$ cat config.mk
export PLATFORM = sky130hd
export DESIGN_NAME = fade_stream_ctrl
export DESIGN_NICKNAME = d
export VERILOG_FILES = /design/src/rtl/fade_stream_ctrl.sv
export SDC_FILE = /design/constraint.sdc
export NUM_CORES = 2
export LEC_CHECK = 0
export CAP_MARGIN = 20
export CORE_MARGIN = 4
export CORE_UTILIZATION = 56
export CTS_CLUSTER_DIAMETER = 200
export DETAILED_ROUTE_END_ITERATION = 12
export PLACE_DENSITY = 0.76
export SYNTH_ARGS = -nofsm -noshare
export SYNTH_HDL_FRONTEND = slang
export SYNTH_SLANG_ARGS = --single-unit
$ cat constraint.sdc
create_clock -name clk -period 3.8 [get_ports clk]
set_input_delay 0.76 -clock clk [delete_from_list [all_inputs] [get_ports clk]]
set_output_delay 0.76 -clock clk [all_outputs]
set_load 0.05 [all_outputs]
$ cat src/rtl/fade_stream_ctrl.sv
// rtl/fade_stream_ctrl.sv - frame sequencer, IFFT config handshake and fader-to-AXIS FIFO adapter
module fade_stream_ctrl #(
  parameter int NCHAN      = 32,
  parameter int CHAN_W     = 5,
  parameter int DATA_W     = 16,
  parameter int TIDX_W     = 25,
  parameter int PERIOD_W   = 10,
  parameter int FIFO_DEPTH = 64,
  parameter int CFG_W      = 16
) (
  input  logic                clk,
  input  logic                reset,
  input  logic                enable,
  input  logic [PERIOD_W-1:0] period,
  input  logic [CFG_W-1:0]    cfg_data,
  input  logic                cfg_req,
  input  logic                err_clr,
  output logic                start,
  output logic [TIDX_W-1:0]   t_index,
  input  logic                dv_in,
  input  logic [CHAN_W-1:0]   chan_in,
  input  logic [DATA_W-1:0]   din_real,
  input  logic [DATA_W-1:0]   din_imag,
  output logic [CFG_W-1:0]    m_axis_config_tdata,
  output logic                m_axis_config_tvalid,
  input  logic                m_axis_config_tready,
  output logic [2*DATA_W-1:0] m_axis_data_tdata,
  output logic                m_axis_data_tvalid,
  input  logic                m_axis_data_tready,
  output logic                m_axis_data_tlast,
  output logic                overflow,
  output logic                chan_err,
  output logic [31:0]         frame_count
);

  localparam int AW     = $clog2(FIFO_DEPTH);
  localparam int WORD_W = 2 * DATA_W + 1;

  typedef enum logic [1:0] {S_CONFIG, S_RUN, S_DRAIN} state_t;

  state_t              r_state;
  logic [PERIOD_W-1:0] r_cnt;
  logic [TIDX_W-1:0]   r_idx;
  logic [TIDX_W-1:0]   r_t_index;
  logic                r_start;
  logic                r_cfg_valid;
  logic [CFG_W-1:0]    r_cfg_data;
  logic                r_cfg_pend;
  logic [CHAN_W:0]     r_quiet;

  logic [WORD_W-1:0]   r_mem [FIFO_DEPTH];
  logic [AW:0]         r_wr_ptr;
  logic [AW:0]         r_rd_ptr;
  logic [CHAN_W-1:0]   r_exp_chan;
  logic                r_overflow;
  logic                r_chan_err;
  logic [31:0]         r_frame_count;

  logic                w_empty;
  logic                w_full;
  logic                w_pop;
  logic                w_push;
  logic                w_quiet;
  logic [WORD_W-1:0]   w_head;

  assign w_empty = (r_wr_ptr == r_rd_ptr);
  assign w_full  = (r_wr_ptr[AW] != r_rd_ptr[AW]) && (r_wr_ptr[AW-1:0] == r_rd_ptr[AW-1:0]);
  assign w_head  = r_mem[r_rd_ptr[AW-1:0]];
  assign w_pop   = !w_empty && m_axis_data_tready;
  assign w_push  = dv_in && (!w_full || w_pop);
  assign w_quiet = (r_quiet == (CHAN_W+1)'(NCHAN));

  // Sequencer: the config word is latched once per CONFIG visit and held until accepted.
  always_ff @(posedge clk) begin
    if (reset) begin
      r_state     <= S_CONFIG;
      r_cnt       <= '0;
      r_idx       <= '0;
      r_t_index   <= '0;
      r_start     <= 1'b0;
      r_cfg_valid <= 1'b0;
      r_cfg_data  <= '0;
      r_cfg_pend  <= 1'b0;
      r_quiet     <= '0;
    end else begin
      r_start <= 1'b0;
      if (dv_in)
        r_quiet <= '0;
      else if (!w_quiet)
        r_quiet <= r_quiet + (CHAN_W+1)'(1);
      if (cfg_req && r_state == S_RUN)
        r_cfg_pend <= 1'b1;
      case (r_state)
        S_CONFIG: begin
          if (!r_cfg_valid) begin
            r_cfg_valid <= 1'b1;
            r_cfg_data  <= cfg_data;
          end else if (m_axis_config_tready) begin
            r_cfg_valid <= 1'b0;
            r_state     <= S_RUN;
          end
        end
        S_RUN: begin
          if (r_cnt != '0) begin
            r_cnt <= r_cnt - PERIOD_W'(1);
          end else if (r_cfg_pend) begin
            r_state <= S_DRAIN;
          end else if (enable) begin
            r_start   <= 1'b1;
            r_t_index <= r_idx;
            r_idx     <= r_idx + TIDX_W'(1);
            r_cnt     <= period - PERIOD_W'(1);
          end
        end
        S_DRAIN: begin
          // Leave only once the IFFT has consumed the whole frame and the fader has gone idle.
          if (w_empty && w_quiet) begin
            r_state     <= S_CONFIG;
            r_cfg_valid <= 1'b1;
            r_cfg_data  <= cfg_data;
            r_cfg_pend  <= 1'b0;
          end
        end
        default: r_state <= S_CONFIG;
      endcase
    end
  end

  always_ff @(posedge clk) begin
    if (w_push)
      r_mem[r_wr_ptr[AW-1:0]] <= {din_imag, din_real, &chan_in};
  end

  // A same-cycle set beats err_clr so no error event can be lost.
  always_ff @(posedge clk) begin
    if (reset) begin
      r_wr_ptr      <= '0;
      r_rd_ptr      <= '0;
      r_exp_chan    <= '0;
      r_overflow    <= 1'b0;
      r_chan_err    <= 1'b0;
      r_frame_count <= '0;
    end else begin
      if (w_push)
        r_wr_ptr <= r_wr_ptr + (AW+1)'(1);
      if (w_pop)
        r_rd_ptr <= r_rd_ptr + (AW+1)'(1);
      if (dv_in)
        r_exp_chan <= chan_in + CHAN_W'(1);
      if (dv_in && !w_push)
        r_overflow <= 1'b1;
      else if (err_clr)
        r_overflow <= 1'b0;
      if (dv_in && chan_in != r_exp_chan)
        r_chan_err <= 1'b1;
      else if (err_clr)
        r_chan_err <= 1'b0;
      if (w_pop && w_head[0])
        r_frame_count <= r_frame_count + 32'd1;
    end
  end

  assign start                = r_start;
  assign t_index              = r_t_index;
  assign m_axis_config_tdata  = r_cfg_data;
  assign m_axis_config_tvalid = r_cfg_valid;
  assign m_axis_data_tdata    = w_head[WORD_W-1:1];
  assign m_axis_data_tvalid   = !w_empty;
  assign m_axis_data_tlast    = !w_empty && w_head[0];
  assign overflow             = r_overflow;
  assign chan_err             = r_chan_err;
  assign frame_count          = r_frame_count;

endmodule

==> impl_results.md <==
- Cells after DPL: 6148
- IO Port Bufs: 181
- Detailed Place HPWL: 129000 um
- Hold Path Class: input port to flop
- Grt ovf: 0
- Initial drt markers: 7881
- RePlAce Congestion: 0.7963
- Drt total wl: 264600 um
- Mean Syn Cell Area: between 20 and 25 um^2
- Post-CTS Hold Buffers: 0
- Total CTS buffers: 213
- Layout area overhead: 18.71%
- Final hold vios: 0
- Top-level I/O count: 182
- Synth cell types: 59
- Maximum clock frequency: 218.1 MHz
- Unrepaired setup endpoints after global routing: yes
- Sequential cell area fraction in the yosys report: 76.21%
- Ys async rst share: 0%
- Cells after Synth: just under 4000
- CTS Sinks: 2258
- Power per Cell Area: 560.5 mW/mm^2
- Starting Density: 56.44%
- H-tree Lvls: 4
- CTS tree: built
- Vias in the first global route: 46587
- Clock skew: between 40 and 50 ps
- Max Slew Vio Count: 0
- Leak: 32.02 nW
- Die Height: 402.3 um
- Area of the multi-input gates: between 0.02 and 0.025 mm^2
- Initial antenna violation count: 16
- Syn nets: 3975
- Core area: 0.1542 mm^2
- Crit Path Class: flop to primary output
- Worst vdd ir: ~520 uV
- Final worst slack: -785.8 ps
- Die Span X: ~400 um
- CP endpoint kind: primary output
- Most used flip-flop cell after synthesis: edfxtp_1
- First-pass GRT wire length: 362100 um
- Rel. slew slack: 25.85%
- Yosys warns: 0
- Clock Root Buffer: clkbuf_16
- Layout Cells excl Fill: 6683
- Clock-pin slew on the worst setup and hold paths: 70 ps
- Req. time, crit path: 3040 ps
- Placement Rows: 144
- Final Setup Violations: 33
- Worst slack, placed: between 40 and 50 ps
- Actual slew at the worst max-slew pin: approximately 1100 ps
- Via count: 46993
- Final Cycle Share: 120.7%
- DRT antenna net count: 0
- Failing checks: setup timing
- Worst-path maximum fanout: 7
- Startpoint types: flop
- Synth Register Bits: 2258
- MaxCap Viol Count: 0
- Clk buf depth: 3
- Nets: 4533
- Fraction of layout cells with a size suffix above 1: 33.56%
- Global-route usage over all layers: 32.24%
- Vias per cell: 7.032
- Die area: 0.1618 mm^2
- Crit path time final: 4586 ps
- Drt wl/cell: ~40 um
- Status: complete, but fails checks
- Initial DRT Pass Iterations: 6
- Worst-skew pair later-pin latency: ~860 ps
- Worst EP arrival: 3830 ps
- Setup_tns: -21910 ps
- Remaining DRCs: 0
- Post-synth EDFFs: 2112
- Largest net degree at the start of global routing: 99
- Register area: 0.06636 mm^2
- Beginning of the worst hold path: din_imag[9]
- Filler cells: 9256
- Mapped Area: 0.08705 mm^2
==> Yosys cell counts (all sizes together), types with 18 or more instances <==
cell,count,area share (%)
mux2i,30,0.34
a21oi,66,0.38
nand3,33,0.20
nand4,30,0.22
clkbuf,89,0.38
mux2,25,0.32
nor2,163,0.70
xnor2,21,0.21
nor2b,21,0.15
edfxtp,2112,73
nand2,110,0.47
or4,18,0.16
dfxtp,146,3.4
mux4,677,18
xor2,30,0.30
buf,124,0.81
nor3,28,0.16
==> flip-flops by register name, indices dropped and copies added (netlist names), 2 cells and up, named ones only <==
signal               cells
r_exp_chan               5
r_cnt                   10
r_quiet                  6
r_idx                   25
r_mem                 2112
r_rd_ptr                 7
frame_count             32
m_axis_config_tdata     16
t_index                 25
r_wr_ptr                 7
r_state                  2
==> metal layers <==
metal	GRT usage, %	vias up	share of wire [%]
li1	-	17568	-
met1	42.10	24318	33
met2	50.90	4236	48
met3	9.080	861	13
met4	15.23	10	5.7
met5	0.2081	-	0.042
==> path summary, 6_finish.rpt <==
check | endpoint | slack [ps] | cells past startpoint
max | m_axis_data_tdata[12] | -790 | 9
min | r_mem[8][26] | 180 | 1
max reg2reg | frame_count[6] | 270 | 12
min reg2reg | t_index[22] | 460 | 2
==> logic make-up (layout without fill, tap and decap cells) <==
group	Yosys count	in the layout	synth area share [%]
flip-flops	2258	2258	76.21
AND/OR/NAND/NOR	478	478	2.691
adder cells (fa/ha/maj)	9	9	0.1294
other	0	8	0
AO/OA/AOI/OAI	138	138	1.008
XOR/XNOR	51	51	0.5131
buffers and inverters	229	965	1.266
multiplexers	732	732	18.18
==> worst max-delay path, cell delays in order, from the launching register on <==
cell and delay, ps:
dfxtp_4 380, buf_12 120, buf_12 140, buf_12 130, buf_8 120, buf_16 140
mux4_2 550, mux4_2 530, mux4_2 620, buf_8 210
==> power breakdown <==
part | leakage [nW] | internal, mW | switching [mW] | total, mW
registers | 20.2 | 27.3 | 0.0918 | 27.4
logic | 8.45 | 4.84 | 4.30 | 9.14
clock network | 3.38 | 11.8 | 9.62 | 21.4
total | 32.0 | 43.9 | 14.0 | 57.9
==> final cells by class <==
class                   instances  share of cell area [%]
flip-flops and latches       2258                   64.22
multi-input cells            1408                   19.62
repair buffers                556                   6.888
clock buffers                 267                   5.483
well taps                    2044                   2.475
clock inverters               126                   1.237
inverters                      16                 0.05811
diodes                          8                 0.01937
==> metrics by stage <==
| step | power [mW] | hold WS, ps | util, % | cell area (um^2) |
|---|---|---|---|---|
| floorplan | 32.66 | 437.1 | - | 87050 |
| global placement | 34.60 | 445.4 | 60.48 | 93270 |
| detailed placement | 34.73 | 448.6 | 60.48 | 93270 |
| CTS | 57.18 | 458.8 | 66.32 | 102300 |
| global route | 59.59 | 147.4 | 67.00 | 103300 |
| finish | 57.92 | 175.9 | 67.01 | 103300 |
==> placed cells by master, fill, tap and decap left out, types with 8 or more instances in the layout <==
cell type        netlist  final
a21oi_1               66     66
and2_1                 9      9
and3_1                10     10
buf_12                 0     87
buf_16                 0     43
buf_2                 65     32
buf_4                 25    186
buf_6                  9     42
buf_8                  0     30
bufinv_16              0     17
clkbuf_1              89     44
clkbuf_16              0    232
clkdlybuf4s50_1        0    114
clkinv_1               0     45
clkinv_2               0     39
dfxtp_1              146    139
diode_2                0      8
edfxtp_1            2112   2112
ha_1                   9      8
inv_1                 16     16
mux2_2                23     19
mux2i_1               30     28
mux4_2               677    677
nand2_1              110    104
nand3_1               32     32
nand4_1               30     30
nor2_1               163     99
nor2_4                 0     64
nor2b_1               21     18
nor3_1                28     28
nor4_1                 9      9
o21ai_0               16     12
o31ai_1               16     16
or3_1                 11     11
or4_1                 18     18
xnor2_1               21     21
xor2_1                30     30
==> timing repair <==
| item | in CTS | in global routing |
|---|---|---|
| buffers inserted | 51 | 36 |
| gates cloned | 26 | 17 |
| pin swaps | 3 | 1 |
| setup endpoints to repair | 34 | 34 |
| resized for setup | 184 | 43 |
Note: power is estimated with default switching activity, not from simulation.
